File: src/rtl/config_read_fifo.sv
// Stream-to-register bridge: a DEPTH-entry FIFO filled from a ready/valid stream and drained by config reads.
// Define CONFIG_READ_FIFO_PEEK_EN to claim ADDR+2 as a non-destructive PEEK of the head word.
module config_read_fifo #(
    parameter int ADDR       = 0,
    parameter int DEPTH      = 16,
    parameter int DATA_WIDTH = 64,
    parameter int CFG_WIDTH  = 64,
    parameter int ADDR_WIDTH = 32,
    localparam int CNT_W     = $clog2(DEPTH) + 1
) (
    input  logic                  clk,
    input  logic                  rst,
    input  logic [DATA_WIDTH-1:0] in_data,
    input  logic                  in_valid,
    output logic                  in_ready,
    input  logic                  rd_req,
    input  logic [ADDR_WIDTH-1:0] rd_addr,
    output logic                  rd_resp,
    output logic [CFG_WIDTH-1:0]  rd_data,
    output logic [CNT_W-1:0]      level
);

    localparam int PTR_W = $clog2(DEPTH);

    logic [DATA_WIDTH-1:0] mem [DEPTH];
    logic [PTR_W-1:0]      wr_ptr;
    logic [PTR_W-1:0]      rd_ptr;
    logic [CNT_W-1:0]      count;
    logic [CNT_W-1:0]      count_next;
    logic                  underflow;
    logic                  underflow_next;
    logic                  hit_data;
    logic                  hit_status;
    logic                  hit_peek;
    logic                  do_push;
    logic                  do_pop;
    logic                  fifo_empty;
    logic [CFG_WIDTH-1:0]  head_ext;
    logic [CFG_WIDTH-1:0]  resp_data_next;

    always_comb begin
        hit_data   = rd_req && (rd_addr == ADDR_WIDTH'(ADDR));
        hit_status = rd_req && (rd_addr == ADDR_WIDTH'(ADDR + 1));
`ifdef CONFIG_READ_FIFO_PEEK_EN
        hit_peek   = rd_req && (rd_addr == ADDR_WIDTH'(ADDR + 2));
`else
        hit_peek   = 1'b0;
`endif
    end

    // in_ready is registered, so a pop while full never lets a push through in the same cycle.
    always_comb begin
        fifo_empty = (count == '0);
        do_push    = in_valid && in_ready;
        do_pop     = hit_data && !fifo_empty;

        count_next = count;
        if (do_push && !do_pop) begin
            count_next = count + CNT_W'(1);
        end else if (do_pop && !do_push) begin
            count_next = count - CNT_W'(1);
        end

        underflow_next = underflow;
        if (hit_status) begin
            underflow_next = 1'b0;
        end
        if (hit_data && fifo_empty) begin
            underflow_next = 1'b1;
        end
    end

    // Status reports the count and underflow as they stood before this cycle's updates.
    always_comb begin
        head_ext = '0;
        head_ext[DATA_WIDTH-1:0] = mem[rd_ptr];

        resp_data_next = '0;
        if ((hit_data || hit_peek) && !fifo_empty) begin
            resp_data_next = head_ext;
        end else if (hit_status) begin
            resp_data_next[CFG_WIDTH-1] = underflow;
            resp_data_next[CNT_W-1:0]   = count;
        end
    end

    always_ff @(posedge clk) begin
        if (do_push) begin
            mem[wr_ptr] <= in_data;
        end
    end

    always_ff @(posedge clk or posedge rst) begin
        if (rst) begin
            wr_ptr    <= '0;
            rd_ptr    <= '0;
            count     <= '0;
            underflow <= 1'b0;
            rd_resp   <= 1'b0;
            rd_data   <= '0;
            in_ready  <= 1'b0;
            level     <= '0;
        end else begin
            if (do_push) begin
                wr_ptr <= wr_ptr + PTR_W'(1);
            end
            if (do_pop) begin
                rd_ptr <= rd_ptr + PTR_W'(1);
            end
            count     <= count_next;
            underflow <= underflow_next;
            rd_resp   <= hit_data || hit_status || hit_peek;
            rd_data   <= resp_data_next;
            in_ready  <= (count_next != CNT_W'(DEPTH));
            level     <= count_next;
        end
    end

endmodule

File: config.mk
export PLATFORM = sky130hd
export DESIGN_NAME = config_read_fifo
export DESIGN_NICKNAME = d
export VERILOG_FILES = /design/src/rtl/config_read_fifo.sv
export SDC_FILE = /design/constraint.sdc
export NUM_CORES = 1
export LEC_CHECK = 0
export ABC_AREA = 1
export CORE_MARGIN = 2
export CORE_UTILIZATION = 30
export CTS_CLUSTER_SIZE = 10
export DETAILED_ROUTE_END_ITERATION = 8
export SYNTH_ARGS = -nofsm -noshare
export SYNTH_HDL_FRONTEND = slang
export SYNTH_SLANG_ARGS = --single-unit
File: constraint.sdc
create_clock -name clk -period 6.6 [get_ports clk]
set_clock_uncertainty 0.2 [all_clocks]
set_input_delay 1.32 -clock clk [delete_from_list [all_inputs] [get_ports clk]]
set_output_delay 1.32 -clock clk [all_outputs]
set_load 0.05 [all_outputs]
======== Yosys cells after proc, flatten, opt, wreduce, memory -nomap -nowiden ========
Memory sizes are Yosys's and may differ from the RTL's.
Index checks and enable logic that the tools add are counted.
operators by class
  $add $sub $neg .......................... 4
  equal/unequal tests ..................... 2
  multiplexer cells ....................... 11
  reductions and logical operators ........ 14
operator list
  kind                                                                number
  58-bit two-way mux                                                  1
  32-bit by 1-bit == test with 1-bit output, second input constant    1
  32-bit logical NOT                                                  1
  5-bit two-way mux                                                   4
  4-bit by 1-bit adder with 4-bit output, second input constant       2
  1-bit logical AND                                                   7
  1-bit two-way mux                                                   6
  5-bit by 1-bit adder with 5-bit output, second input constant       1
  5-bit logical NOT                                                   1
  5-bit inequality test, second input constant                        1
  5-bit by 1-bit subtractor with 5-bit output, second input constant  1
  1-bit logical NOT                                                   3
  2-bit nonzero test                                                  1
  1-bit logical OR                                                    1
storage, ports and cells
  bits in registers ....................... 80
  RAM bits ................................ 1024
  output and inout bits ................... 71
  word-level logic and storage cells ...... 39
  memories kept ........................... 1
memory list
  memory  words  width  read ports  clocked after Yosys merged registers in  wr ports  RTL line  text
  mem     16     64     1           0                                        1         25        logic [DATA_WIDTH-1:0] mem [DEPTH];

======== Depth between registers and ports, before layout ========
Gate-level depths: netlist of the first run.
  word-level depth ........................ 7
  mapped depth ............................ 14
  depth with buffers taken out ............ 14

======== Worst setup path before layout of the first run ========
OpenSTA, ideal clock, no wires.
  path type ............................... input to register
  start ................................... input port in_valid
  end ..................................... memory mem[11][0], enable pin
  setup time .............................. 0.565 ns
  arrival time ............................ 5.900 ns
  required time ........................... 5.835 ns
  path slack .............................. -0.065 ns
  cell stages on the path ................. 2
  buffers on the path ..................... 0
  path through ............................ nand2_1 -> nor3_1
on the way
  word-level cells in the longest chain between the ends .. 3
ends and longest elaborated chain
  item                                     RTL line  text
  start, declared                          14        input logic in_valid,
  1-bit logical AND                        54        do_push = in_valid && in_ready;
  1-bit two-way mux                        88        if (do_push) begin
  1-bit two-way mux (implied by the code)  89        mem[wr_ptr] <= in_data;
  end, declared                            25
Every way passes these cells.

======== Worst setup path in the final report of the first run ========
  start ................................... input port in_valid
  end ..................................... memory mem[1][14], enable pin
The elaborated chain is that of the path after synthesis.

==> results_dict.tcl, run 1 <==
set metrics [dict create \
    status "finished clean" \
    dpl.cell_count 5233 \
    gp_congestion 0.739 \
    syn_inst 3332 \
    die_area_um2 147000 \
    fin_cells 5466 \
    grt_pass1_wl_um 169000 \
    slowest_stage "buf_4" \
    dp_hpwl_um 60900 \
    start_util_pct 30.1 \
    drt_wl_total_um 113000 \
    ir_drop_mv 0.191 \
    finalMaxSlewViolations 0 \
    post_drt_wl_per_cell_um 20.7 \
    synth_warnings 0 \
    syn_area_um2 43100 \
    cts.sinks 1104 \
    cts_resized 0 \
    timing.final.ws_setup_ns 2.71 \
    dp_slack_ns 1.87 \
    final_util_pct 35.4 \
    finalSetupViolations 0 \
    async_reset_ff_share_pct 7.25 \
    ff_latch_area_um2 32800 \
    arrival_ns 4.05 \
    worst_pin_slew_ns 1.19 \
    hold_class "reg -> reg" \
    synth_edf_count 1024 \
    num_io_pins 171 \
    synth_nets 3440 \
    rows 139 \
    clk_path_buf_depth 3 \
    ys_ff_latch 1104 \
    vias 26800 \
    slew_headroom_pct 20.5 \
    avgSynthCellArea_um2 12.9 \
    core_area_um2 143000 \
    synth_ff_type "edfxtp_1" \
    root_buffer "clkbuf_16" \
    chipHeight_um 383 \
    p_per_area_nw_per_um2 319 \
    n_fill_cell 13700 \
    path_class "in -> reg" \
    cts_tree "done" \
    start_kind "input pin" \
    synth_cell_types 36 \
    cts_buffers 130 \
    layout-drive-gt1-share_pct 6.51 \
    clk-insertion-delay-late_ns 0.73 \
    areaGrowthSynthToFinish_pct 17.3 \
    port_buffers 170 \
    p_leak_nw 17.2 \
    drc 0 \
    worst_ep_required_time_ns 6.75 \
    final_hold_viol_count 0 \
    first_iter_violations 2473 \
    h-tree-depth 4 \
    crit_chain "clkdlybuf4s50_1, nand2_1, inv_1, nand2_1, nor2_4, buf_4, buf_4" \
    overflow 0 \
    clk_pin_slew_ns 0.06 \
    grt_antenna_before_repair 7 \
    grt_usage_pct 15.2 \
    grt_pass1_vias 26400 \
    first_pass_iters 5 \
    critPathCaptureType "flop" \
    period_needed_ns 3.89 \
    fmax_mhz 257 \
    slowest_delay_ns 0.59 \
    worstPathMaxFanout 33 \
    yosysSeqAreaShare_pct 75.9 \
    vias_per_cell 4.90 \
    fin_crit_sh_pct 59.0 \
    cts_setup_buffers 0 \
    multiInputGateArea_um2 9360 \
    chipWidth_um 383 \
    drtAntennaViolNets 0 \
    maxCapViolCount 0 \
    grt_max_degree 305 \
    rsz0062_at_grt "no" \
    fin_nets 3570 \
    hold_buffers 0 \
]
## synthesized netlist by cell type, types with 6 or more instances
cell	instances	area, um2
o21ai_0	80	400
a32o_1	22	220
o221ai_1	15	131
a21oi_1	67	335
inv_1	23	86.3
edfxtp_1	1024	30700
clkbuf_1	91	342
dfrtp_1	80	2000
nand2_1	975	3660
a221oi_1	11	96.3
nand3_1	538	2690
buf_2	96	480
ha_1	8	100
o22ai_1	8	50.1
nor3_2	10	100
nor3_1	9	45.0
nor2_1	102	383
a31oi_1	57	357
xor2_1	9	78.8
buf_1	20	75.1
a311oi_1	47	412
nand4_1	6	37.5
## cell usage in the layout, fill, tap and decap left out, types with 15 or more instances in the layout
master / netlist / final
nand3_1: 538 / 538
nor2_1: 102 / 88
nor2_4: 2 / 16
dfrtp_1: 80 / 76
nand2_1: 975 / 975
inv_1: 23 / 21
a21oi_1: 67 / 67
clkdlybuf4s50_1: 0 / 170
o221ai_1: 15 / 15
clkbuf_16: 0 / 134
a311oi_1: 47 / 47
edfxtp_1: 1024 / 1024
clkbuf_1: 91 / 87
o21ai_0: 80 / 80
a31oi_1: 57 / 57
a32o_1: 22 / 22
buf_4: 5 / 41
## cell families (layout without fill, tap and decap cells)
family | after synthesis | count (layout) | synth area share (%)
simple gates | 1646 | 1646 | 16.2
other cells | 0 | 1 | 0
flops | 1104 | 1104 | 75.9
buf+inv | 247 | 477 | 2.66
compound gates | 318 | 318 | 4.83
xor+xnor | 9 | 9 | 0.183
fa+ha+maj | 8 | 8 | 0.232
## final timing paths
check	start	end	slack, ns	cells past startpoint
setup / recovery	in_valid	mem[1][14]	2.71	7
hold / removal	underflow	underflow	0.34	2
setup reg to reg	rd_ptr[1]	rd_data[2]	2.97	8
hold reg to reg	underflow	underflow	0.34	2
max in group asynchronous	rst	rd_data[26]	4.10	3
min in group asynchronous	rst	rd_ptr[0]	0.91	2
## flip-flops by register name, indices dropped and copies added, names as in the netlist
signal     count
in_ready       1
rd_data       64
wr_ptr         4
count          5
rd_resp        1
underflow      1
mem         1024
rd_ptr         4
## metal layers
metal	vias to the layer above	share of wire (%)	GRT usage (%)	routed length, um
li1	12400	-	-	-
met3	166	6.1	2.77	6840
met1	13400	44	20.6	49700
met2	897	48	24.8	54200
met5	-	0.024	0	27
met4	4	1.9	4.40	2150
## critical path: cells and delay by family
family	cells	cell delay, ns
AND/OR/NAND/NOR	3	0.74
buffers and inverters	4	1.92
## through the flow
step | total power [mW] | cell area (um2) | setup TNS [ns] | hold WS, ns
after floorplan | 9.20 | 43100 | -8.32 | 0.253
after global placement | 9.75 | 46800 | 0 | 0.325
after detailed placement | 9.78 | 46800 | 0 | 0.335
after CTS | 16.3 | 50600 | 0 | 0.348
after global routing | 16.7 | 50600 | 0 | 0.378
final | 16.1 | 50600 | 0 | 0.338
## area by class of cell
| cell class | count | share of cell area [%] |
|---|---|---|
| Antenna cell | 1 | 0.00494 |
| Clock buffer | 222 | 7.30 |
| Clock inverter | 10 | 0.245 |
| Inverter | 27 | 0.265 |
| Multi-Input combinational cell | 1981 | 18.5 |
| Sequential cell | 1104 | 64.7 |
| Tap cell | 1903 | 4.71 |
| Timing Repair Buffer | 218 | 4.25 |
## power breakdown
| group | leakage (nW) | switching [mW] | total [mW] | internal (mW) |
|---|---|---|---|---|
| sequential | 10.3 | 0.139 | 8.47 | 8.33 |
| clock | 1.82 | 2.66 | 6.52 | 3.86 |
| combinational | 5.01 | 0.875 | 1.15 | 0.271 |
Note: power is estimated with default switching activity, not from simulation.
==> run 2, diff against run 1 <==
Clock period 6.6 ns to 4 ns, I/O delays scaled along.
==> run 2 against run 1 <==
Sequential share of layout area fell by 0.35 points. Setup slack worse by 1.8 ns. Sequential power up 65%. Combinational power is 72% higher. Largest cell class unchanged. Largest power group unchanged.
==> results_dict.tcl, run 2 (synthesis results as in run 1) <==
set metrics [dict create \
    status "finished clean" \
    grt_antenna_before_repair 9 \
    cts_tree "done" \
    core_area_um2 143000 \
    path_buf_inv 1 \
    rsz0062_at_grt "no" \
    overflow 0 \
    clk_pin_slew_ns 0.06 \
    drtAntennaViolNets 0 \
    fin_area_um2 50900 \
    finalMaxSlewViolations 0 \
    hold_slack_ns 0.306 \
    vias_per_cell 4.86 \
    period_needed_ns 3.13 \
    chipHeight_um 383 \
    cts_buffers 121 \
    n_fill_cell 13600 \
    path_class "reg -> out" \
    start_kind "flop" \
    critPathTopFamily "buffers and inverters" \
    num_io_pins 171 \
    drt_wl_total_um 112000 \
    rows 139 \
    dp_hpwl_um 59400 \
    fin_nets 3579 \
    chipWidth_um 383 \
    first_iter_violations 2417 \
    fmax_mhz 319 \
    fin_cells 5480 \
    layout-drive-gt1-share_pct 6.60 \
    root_buffer "clkbuf_16" \
    critPathCaptureType "primary output" \
    dpl.cell_count 5251 \
    gp_congestion 0.721 \
    final_util_pct 35.5 \
    worstPathMaxFanout 1 \
    die_area_um2 147000 \
    clk_path_buf_depth 3 \
    cts.sinks 1104 \
    finalSetupViolations 0 \
    grt_max_degree 156 \
    layout.cells.most_common_list "1024 x edfxtp_1, 975 x nand2_1, 538 x nand3_1, 170 x clkdlybuf4s50_1, 123 x clkbuf_16" \
    ir_drop_mv 0.429 \
    slew_headroom_pct 43.8 \
    top_regs "mem x1024, rd_data x64, count x5" \
    drc 0 \
    ff_latch_area_um2 32800 \
    clk-insertion-delay-late_ns 0.71 \
    fin_crit_sh_pct 78.3 \
    arrival_ns 2.13 \
    final.setup.tns_ns 0 \
    slowest_stage "clkdlybuf4s50_1" \
    p_total_mw 26.0 \
    maxCapViolCount 0 \
    cts_resized 0 \
    grt_usage_pct 15.0 \
    areaGrowthSynthToFinish_pct 18.0 \
    port_buffers 170 \
    hold_class "reg -> reg" \
    p_per_area_nw_per_um2 512 \
    final_common_cell "edfxtp_1" \
    vias 26600 \
    top_register "mem" \
    worst_ep_required_time_ns 3.00 \
    post_drt_wl_per_cell_um 20.4 \
    multiInputGateArea_um2 9370 \
    worst_pin_slew_ns 0.843 \
    cts_setup_buffers 0 \
    final_hold_viol_count 0 \
    p_leak_nw 17.2 \
    h-tree-depth 3 \
    slowest_delay_ns 0.88 \
    largest_register_ff_count 1024 \
    grt_pass1_vias 26100 \
    grt_pass1_wl_um 168000 \
    dp_slack_ns 0.634 \
    crit_chain "clkdlybuf4s50_1" \
    first_pass_iters 5 \
    start_util_pct 30.1 \
    postPlaceCellArea_um2 47300 \
    hold_buffers 0 \
    timing.final.ws_setup_ns 0.868 \
]
==> run 2: per-layer routing <==
metal / part of all wire (%) / vias up / track usage (%)
met1: 44 / 13300 / 20.6
met5: 0.027 / - / 0
met4: 2.1 / 4 / 4.16
met2: 48 / 821 / 24.4
li1: - / 12400 / -
met3: 5.9 / 141 / 2.47
==> run 2: path summary, 6_finish.rpt <==
check / cells past startpoint / slack (ns) / endpoint / startpoint
setup / recovery: 1 / 0.87 / rd_data[17] / rd_data[17]
hold / removal: 2 / 0.31 / underflow / underflow
setup reg to reg: 7 / 1.05 / rd_data[23] / rd_ptr[0]
hold reg to reg: 2 / 0.31 / underflow / underflow
max in group asynchronous: 3 / 2.50 / rd_data[43] / rst
min in group asynchronous: 2 / 0.40 / rd_data[63] / rst
==> run 2: final cells by class <==
| type | count | share of cell area [%] |
|---|---|---|
| Antenna cell | 2 | 0.00984 |
| Clock inverter | 8 | 0.251 |
| Sequential cell | 1104 | 64.4 |
| Inverter | 27 | 0.263 |
| Timing Repair Buffer | 236 | 5.23 |
| Tap cell | 1903 | 4.68 |
| Clock buffer | 219 | 6.76 |
| Multi-Input combinational cell | 1981 | 18.4 |
==> run 2: where the power goes <==
group | total, mW | switching [mW] | leakage, nW | internal [mW]
clock network | 10.1 | 4.34 | 1.68 | 5.75
logic | 1.98 | 1.46 | 5.22 | 0.517
registers | 14.0 | 0.234 | 10.3 | 13.7
total | 26.0 | 6.03 | 17.2 | 20.0
